## config.mk

```make
export PLATFORM = sky130hd
export DESIGN_NAME = pipe_ctrl
export DESIGN_NICKNAME = d
export VERILOG_FILES = /design/src/rtl/pipe_ctrl_pkg.sv /design/src/rtl/pipe_ctrl_hazard_detect.sv /design/src/rtl/pipe_ctrl.sv
export SDC_FILE = /design/constraint.sdc
export NUM_CORES = 1
export LEC_CHECK = 0
export CAP_MARGIN = 40
export CORE_MARGIN = 4
export CORE_UTILIZATION = 35
export DETAILED_ROUTE_END_ITERATION = 8
export DONT_BUFFER_PORTS = 1
export PLACE_DENSITY_LB_ADDON = 0.12
export SYNTH_ARGS = -nofsm -noshare
export SYNTH_HDL_FRONTEND = slang
export SYNTH_HIERARCHICAL = 1
export SYNTH_SLANG_ARGS = --single-unit
```

## constraint.sdc

```tcl
create_clock -name clk -period 1.35 [get_ports clk]
set_clock_uncertainty 0.1 [all_clocks]
set_input_delay 0.0675 -clock clk [delete_from_list [all_inputs] [get_ports clk]]
set_output_delay 0.0675 -clock clk [all_outputs]
set_load 0.01 [all_outputs]
```

## src/rtl/pipe_ctrl_pkg.sv

```systemverilog
// Shared definitions for the pipeline control unit: stall bit indices,
// controller state encodings and common constants.
package pipe_ctrl_pkg;

    typedef enum logic {
        CTRL_RUN   = 1'b0,
        CTRL_DRAIN = 1'b1
    } ctrl_state_e;

    localparam int STALL_PC  = 0;
    localparam int STALL_IF  = 1;
    localparam int STALL_ID  = 2;
    localparam int STALL_EX  = 3;
    localparam int STALL_MEM = 4;
    localparam int STALL_WB  = 5;

    localparam logic [31:0] ZERO_WORD    = 32'h0000_0000;
    localparam logic [4:0]  NOP_REG_ADDR = 5'd0;

    function automatic logic reg_hit(input logic       rd_en,
                                     input logic [4:0] rs,
                                     input logic [4:0] rd);
        return rd_en && (rs == rd);
    endfunction

endpackage

```

## src/rtl/pipe_ctrl_hazard_detect.sv

```systemverilog
// Combinational load-use comparator: flags a decode-stage source that
// depends on a load still sitting in EX.
module pipe_ctrl_hazard_detect
    import pipe_ctrl_pkg::*;
(
    input  logic       id_reg1_read,
    input  logic       id_reg2_read,
    input  logic [4:0] id_reg1_addr,
    input  logic [4:0] id_reg2_addr,
    input  logic       ex_is_load,
    input  logic       ex_wreg,
    input  logic [4:0] ex_wd,
    output logic       load_use_o
);

    logic ex_load_writes;

    always_comb begin
        // x0 is never a real producer, so a load into it creates no hazard
        ex_load_writes = ex_is_load && ex_wreg && (ex_wd != NOP_REG_ADDR);
        load_use_o     = ex_load_writes &&
                         (reg_hit(id_reg1_read, id_reg1_addr, ex_wd) ||
                          reg_hit(id_reg2_read, id_reg2_addr, ex_wd));
    end

endmodule

```

## src/rtl/pipe_ctrl.sv

```systemverilog
// Five-stage pipeline control: stalls, bubbles, flushes, PC redirect and
// stale-fetch draining. Optional performance counters under PIPE_CTRL_PERF_EN.
module pipe_ctrl
    import pipe_ctrl_pkg::*;
#(
    parameter int STALL_W = 6
) (
    input  logic               clk,
    input  logic               rst_n,
    input  logic               rdy,
    input  logic               id_reg1_read,
    input  logic               id_reg2_read,
    input  logic [4:0]         id_reg1_addr,
    input  logic [4:0]         id_reg2_addr,
    input  logic               ex_is_load,
    input  logic               ex_wreg,
    input  logic [4:0]         ex_wd,
    input  logic               ex_jump,
    input  logic [31:0]        ex_jump_target,
    input  logic               mem_busy,
    input  logic               if_busy,
    output logic [STALL_W-1:0] stall_o,
    output logic               flush_if_id_o,
    output logic               flush_id_ex_o,
    output logic               pc_redirect_o,
    output logic [31:0]        pc_target_o,
    output logic               if_discard_o
`ifdef PIPE_CTRL_PERF_EN
    ,
    output logic [31:0]        stall_cnt_o,
    output logic [31:0]        flush_cnt_o
`endif
);

    ctrl_state_e state_q, state_d;
    logic        load_use;

    function automatic logic [STALL_W-1:0] hold_through(input int top);
        logic [STALL_W-1:0] m;
        m = '0;
        for (int k = 0; k < STALL_W; k++) begin
            if (k <= top) m[k] = 1'b1;
        end
        return m;
    endfunction

    pipe_ctrl_hazard_detect u_hazard (
        .id_reg1_read (id_reg1_read),
        .id_reg2_read (id_reg2_read),
        .id_reg1_addr (id_reg1_addr),
        .id_reg2_addr (id_reg2_addr),
        .ex_is_load   (ex_is_load),
        .ex_wreg      (ex_wreg),
        .ex_wd        (ex_wd),
        .load_use_o   (load_use)
    );

    always_comb begin
        stall_o       = '0;
        flush_if_id_o = 1'b0;
        flush_id_ex_o = 1'b0;
        pc_redirect_o = 1'b0;
        pc_target_o   = ZERO_WORD;
        if_discard_o  = 1'b0;
        state_d       = state_q;

        // Outputs are forced quiet while reset is asserted
        if (rst_n) begin
            pc_target_o = ex_jump_target;
            if (!rdy) begin
                stall_o = hold_through(STALL_WB);
            end else begin
                if_discard_o = (state_q == CTRL_DRAIN) && if_busy;

                if (mem_busy) begin
                    stall_o = hold_through(STALL_MEM);
                end else if (ex_jump) begin
                    pc_redirect_o = 1'b1;
                    flush_if_id_o = 1'b1;
                    flush_id_ex_o = 1'b1;
                end else if (load_use) begin
                    stall_o = hold_through(STALL_ID);
                end else if (if_busy) begin
                    stall_o = hold_through(STALL_IF);
                end

                // A redirect orphans whatever fetch is still in flight
                if (pc_redirect_o) begin
                    state_d = (if_busy || state_q == CTRL_DRAIN) ? CTRL_DRAIN : CTRL_RUN;
                end else if (state_q == CTRL_DRAIN && !if_busy) begin
                    state_d = CTRL_RUN;
                end
            end
        end
    end

`ifdef PIPE_CTRL_PERF_EN
    logic [31:0] stall_cnt_q, stall_cnt_d;
    logic [31:0] flush_cnt_q, flush_cnt_d;

    always_comb begin
        stall_cnt_d = stall_cnt_q;
        flush_cnt_d = flush_cnt_q;
        if (rdy && (stall_o != '0)) stall_cnt_d = stall_cnt_q + 32'd1;
        if (pc_redirect_o)          flush_cnt_d = flush_cnt_q + 32'd1;
    end

    always_ff @(posedge clk or negedge rst_n) begin
        if (!rst_n) begin
            state_q     <= CTRL_RUN;
            stall_cnt_q <= '0;
            flush_cnt_q <= '0;
        end else begin
            state_q     <= state_d;
            stall_cnt_q <= stall_cnt_d;
            flush_cnt_q <= flush_cnt_d;
        end
    end

    assign stall_cnt_o = stall_cnt_q;
    assign flush_cnt_o = flush_cnt_q;
`else
    always_ff @(posedge clk or negedge rst_n) begin
        if (!rst_n) begin
            state_q <= CTRL_RUN;
        end else begin
            state_q <= state_d;
        end
    end
`endif

endmodule

```

==> metrics.md <==
| Metric | Value |
|---|---|
| Initial antenna violation count | 0 |
| Arrival @ worst endpoint | 1.18 ns |
| Top Registers | state_q (1) |
| Flop-to-flop setup slack | 0.51 ns |
| HP Start | rdy |
| Final Slew Violations | 0 |
| Power density cells | 372.4 nW/µm² |
| Vias | 464 |
| DIE AREA | 2151 µm² |
| Core Area | 1350 µm² |
| Tmin final | 1.343 ns |
| CP max stage cell | nor4_1 |
| Pleak | 0.0001861 µW |
| Worst skew pair latency | 0 ns |
| Met2 WL post-DR | 799 µm |
| Starting DRT DRC Count | 2 |
| Worst min-delay path class | in -> out |
| Mapped cell area | 515.5 µm² |
| Buffers on Ports | 0 |
| Die height | 46.38 µm |
| Yosys Warn Count | 6 |
| GRT Overall Usage | 9.456% |
| Final core occ | 36.98% |
| Cell breakdown of the critical path | xor2_1, nor4_1, nand3_1, a21oi_2, o21bai_1, a21boi_2 |
| Routed met3 length | 230 µm |
| Layout cells sized above 1 | 7.813% |
| DR top layer | met3 |
| WHS Path Cells | 1 |
| Worst-Margin Slew | 0.3956 ns |
| GP Congestion | 0.6543 |
| Worst vdd ir | 0.0001969 V |
| Most flops, register | state_q |
| Post-Syn Nets | 128 |
| Final WL | 1.427 mm |
| DR DRC count | 0 |
| MaxCap Viol Count | 0 |
| Hold EP | stall_o[5] |
| RSZ-0062 raised after global routing | true |
| Die Wd | 46.38 µm |
| ANT nets after route | 0 |
| Largest net degree at the start of global routing | 42 |
| CP startpoint kind | input pin |
| Number of synthesized register bits | 1 |
| Hpwl dp | 1.296 mm |
| Synthesized instance count | 71 |
| Max Freq | 744.7 MHz |
| Top Ports | 99 |
| Vias/cell | 5.873 |
| Worst rel slew slack | 73.57% |
| First-pass iteration count of the detailed router | 2 |
| Final Hold Viols | 0 |
| WL per Instance | 18.06 µm |
| Total gr overflow | 0 |
| Status | finished, final reports clean |
| N_diodes | 0 |
| Max reg flops | 1 |
| Post-synthesis cell type count | 22 |
| Highest cell delay on the worst timing path | 0.28 ns |
| First-pass GRT wire length | 1.580 mm |
| Final nets | 123 |
| CP Max Fanout | 2 |
| Post-Syn Area per Cell | 7.260 µm² |
| Reg2Reg Depth | 2 |
| Vias in the first global route | 396 |
| CP Class | in -> out |
| Final count of negative-setup-slack endpoints | 0 |
| PnR worst setup slack | 0.007099 ns |
| Reg2reg start | state_q |
| Post-synthesis sequential area ratio | 4.854% |
| P&R area growth vs syn | -3.155% |
| Crit. End Element | output pin |
| Starting density of the core | 38.18% |
| Row count | 13 |
| Final period util | 99.47% |
| DP Worst Slack | 0.01615 ns |
| Reg-to-Reg End | state_q |
| DRT met1 WL | 396 µm |
| Required @ worst endpoint | 1.18 ns |
==> report_power, final <==
| group | total (µW) | switching, µW | internal [µW] |
|---|---|---|---|
| combinational | 141 | 76.2 | 65.3 |
| sequential | 44.4 | 6.68 | 37.7 |
| clock | 0 | 0 | 0 |
| total | 186 | 82.9 | 103 |
==> per-stage QoR <==
stage	cell area (µm²)	TNS [ns]	cells	power, µW	hold WS (ns)
floorplan	519.2	0	71	190.5	-0.3281
global placement	481.7	0	78	186.0	-0.3275
detailed placement	481.7	0	78	184.4	-0.3276
CTS	491.7	0	79	187.6	0.08798
global route	499.2	-0.06367	79	200.3	0.09553
finish	499.2	0	79	185.9	0.08664
==> cells in the final DEF, fill, tap and decap left out <==
master and n:
and2_1 32, xor2_1 8, nand2b_1 2, a21boi_2 2, nor2b_1 2, nor4_1 2, xnor2_1 2, nand3_1 2
and2b_1 1, o21bai_1 1, and4_1 1, and3_1 1, nand3b_1 1, a31oi_1 1, o2bb2ai_2 1, dlygate4sd3_1 1
dfrtp_1 1, or4_1 1, o211ai_2 1, a21oi_2 1
==> per-layer routing <==
metal  up-vias  GRT usage, %
met1       200         10.05
li1        215             -
met3         0         1.172
met4         0             0
met2        49         20.05
met5         -             0
==> logic make-up after synthesis <==
family,count (synthesis),synth area share (%)
AND/OR/NAND/NOR,45,55.34
AO/OA/AOI/OAI,7,11.89
flip-flops,1,4.854
buffers and inverters,8,10.92
XOR/XNOR,10,16.99
==> Yosys cell counts <==
| cell | count | area (µm²) |
|---|---|---|
| a21boi_1 | 2 | 15.01 |
| a21oi_1 | 1 | 5.000 |
| a31oi_1 | 1 | 6.260 |
| and2_1 | 32 | 200.2 |
| and2b_1 | 1 | 7.510 |
| and3_1 | 1 | 6.260 |
| and4_1 | 1 | 8.760 |
| buf_4 | 4 | 30.03 |
| buf_6 | 1 | 11.26 |
| clkbuf_2 | 3 | 15.01 |
| dfrtp_1 | 1 | 25.02 |
| nand2b_1 | 2 | 12.51 |
| nand3_1 | 2 | 10.01 |
| nand3b_1 | 1 | 7.510 |
| nor2b_1 | 2 | 12.51 |
| nor4_1 | 2 | 12.51 |
| o211ai_2 | 1 | 12.51 |
| o21bai_1 | 1 | 7.510 |
| o2bb2ai_2 | 1 | 15.01 |
| or4_1 | 1 | 7.510 |
| xnor2_1 | 2 | 17.52 |
| xor2_1 | 8 | 70.07 |
==> area by class of cell <==
cell class / instances / area (µm²)
Multi-Input combinational cell: 62 / 445.4
Tap cell: 15 / 18.77
Fill cell: 154 / 850.8
Sequential cell: 1 / 25.02
Timing Repair Buffer: 1 / 10.01
==> worst max-delay path by stage <==
stage / start / end / cells past startpoint
floorplan: ex_wd[3] / stall_o[1] / 6
global placement: id_reg1_addr[0] / stall_o[1] / 6
detailed placement: id_reg1_addr[0] / stall_o[0] / 6
CTS: id_reg1_addr[0] / stall_o[0] / 6
global route: id_reg1_addr[1] / stall_o[0] / 6
finish: id_reg1_addr[1] / stall_o[0] / 6
==> critical path, delay by kind of cell <==
family,cells,cell delay [ns]
AO/OA/AOI/OAI,3,0.56
AND/OR/NAND/NOR,2,0.41
XOR/XNOR,1,0.14
==> repair_timing <==
item / CTS / global route
endpoints found under the hold margin: 1 / 0
gates resized for setup: 0 / 2
hold buffers: 1 / 0
setup buffers: 0 / 0
setup endpoints to repair: 0 / 3
No activity file was read; power rests on OpenSTA's default activity.
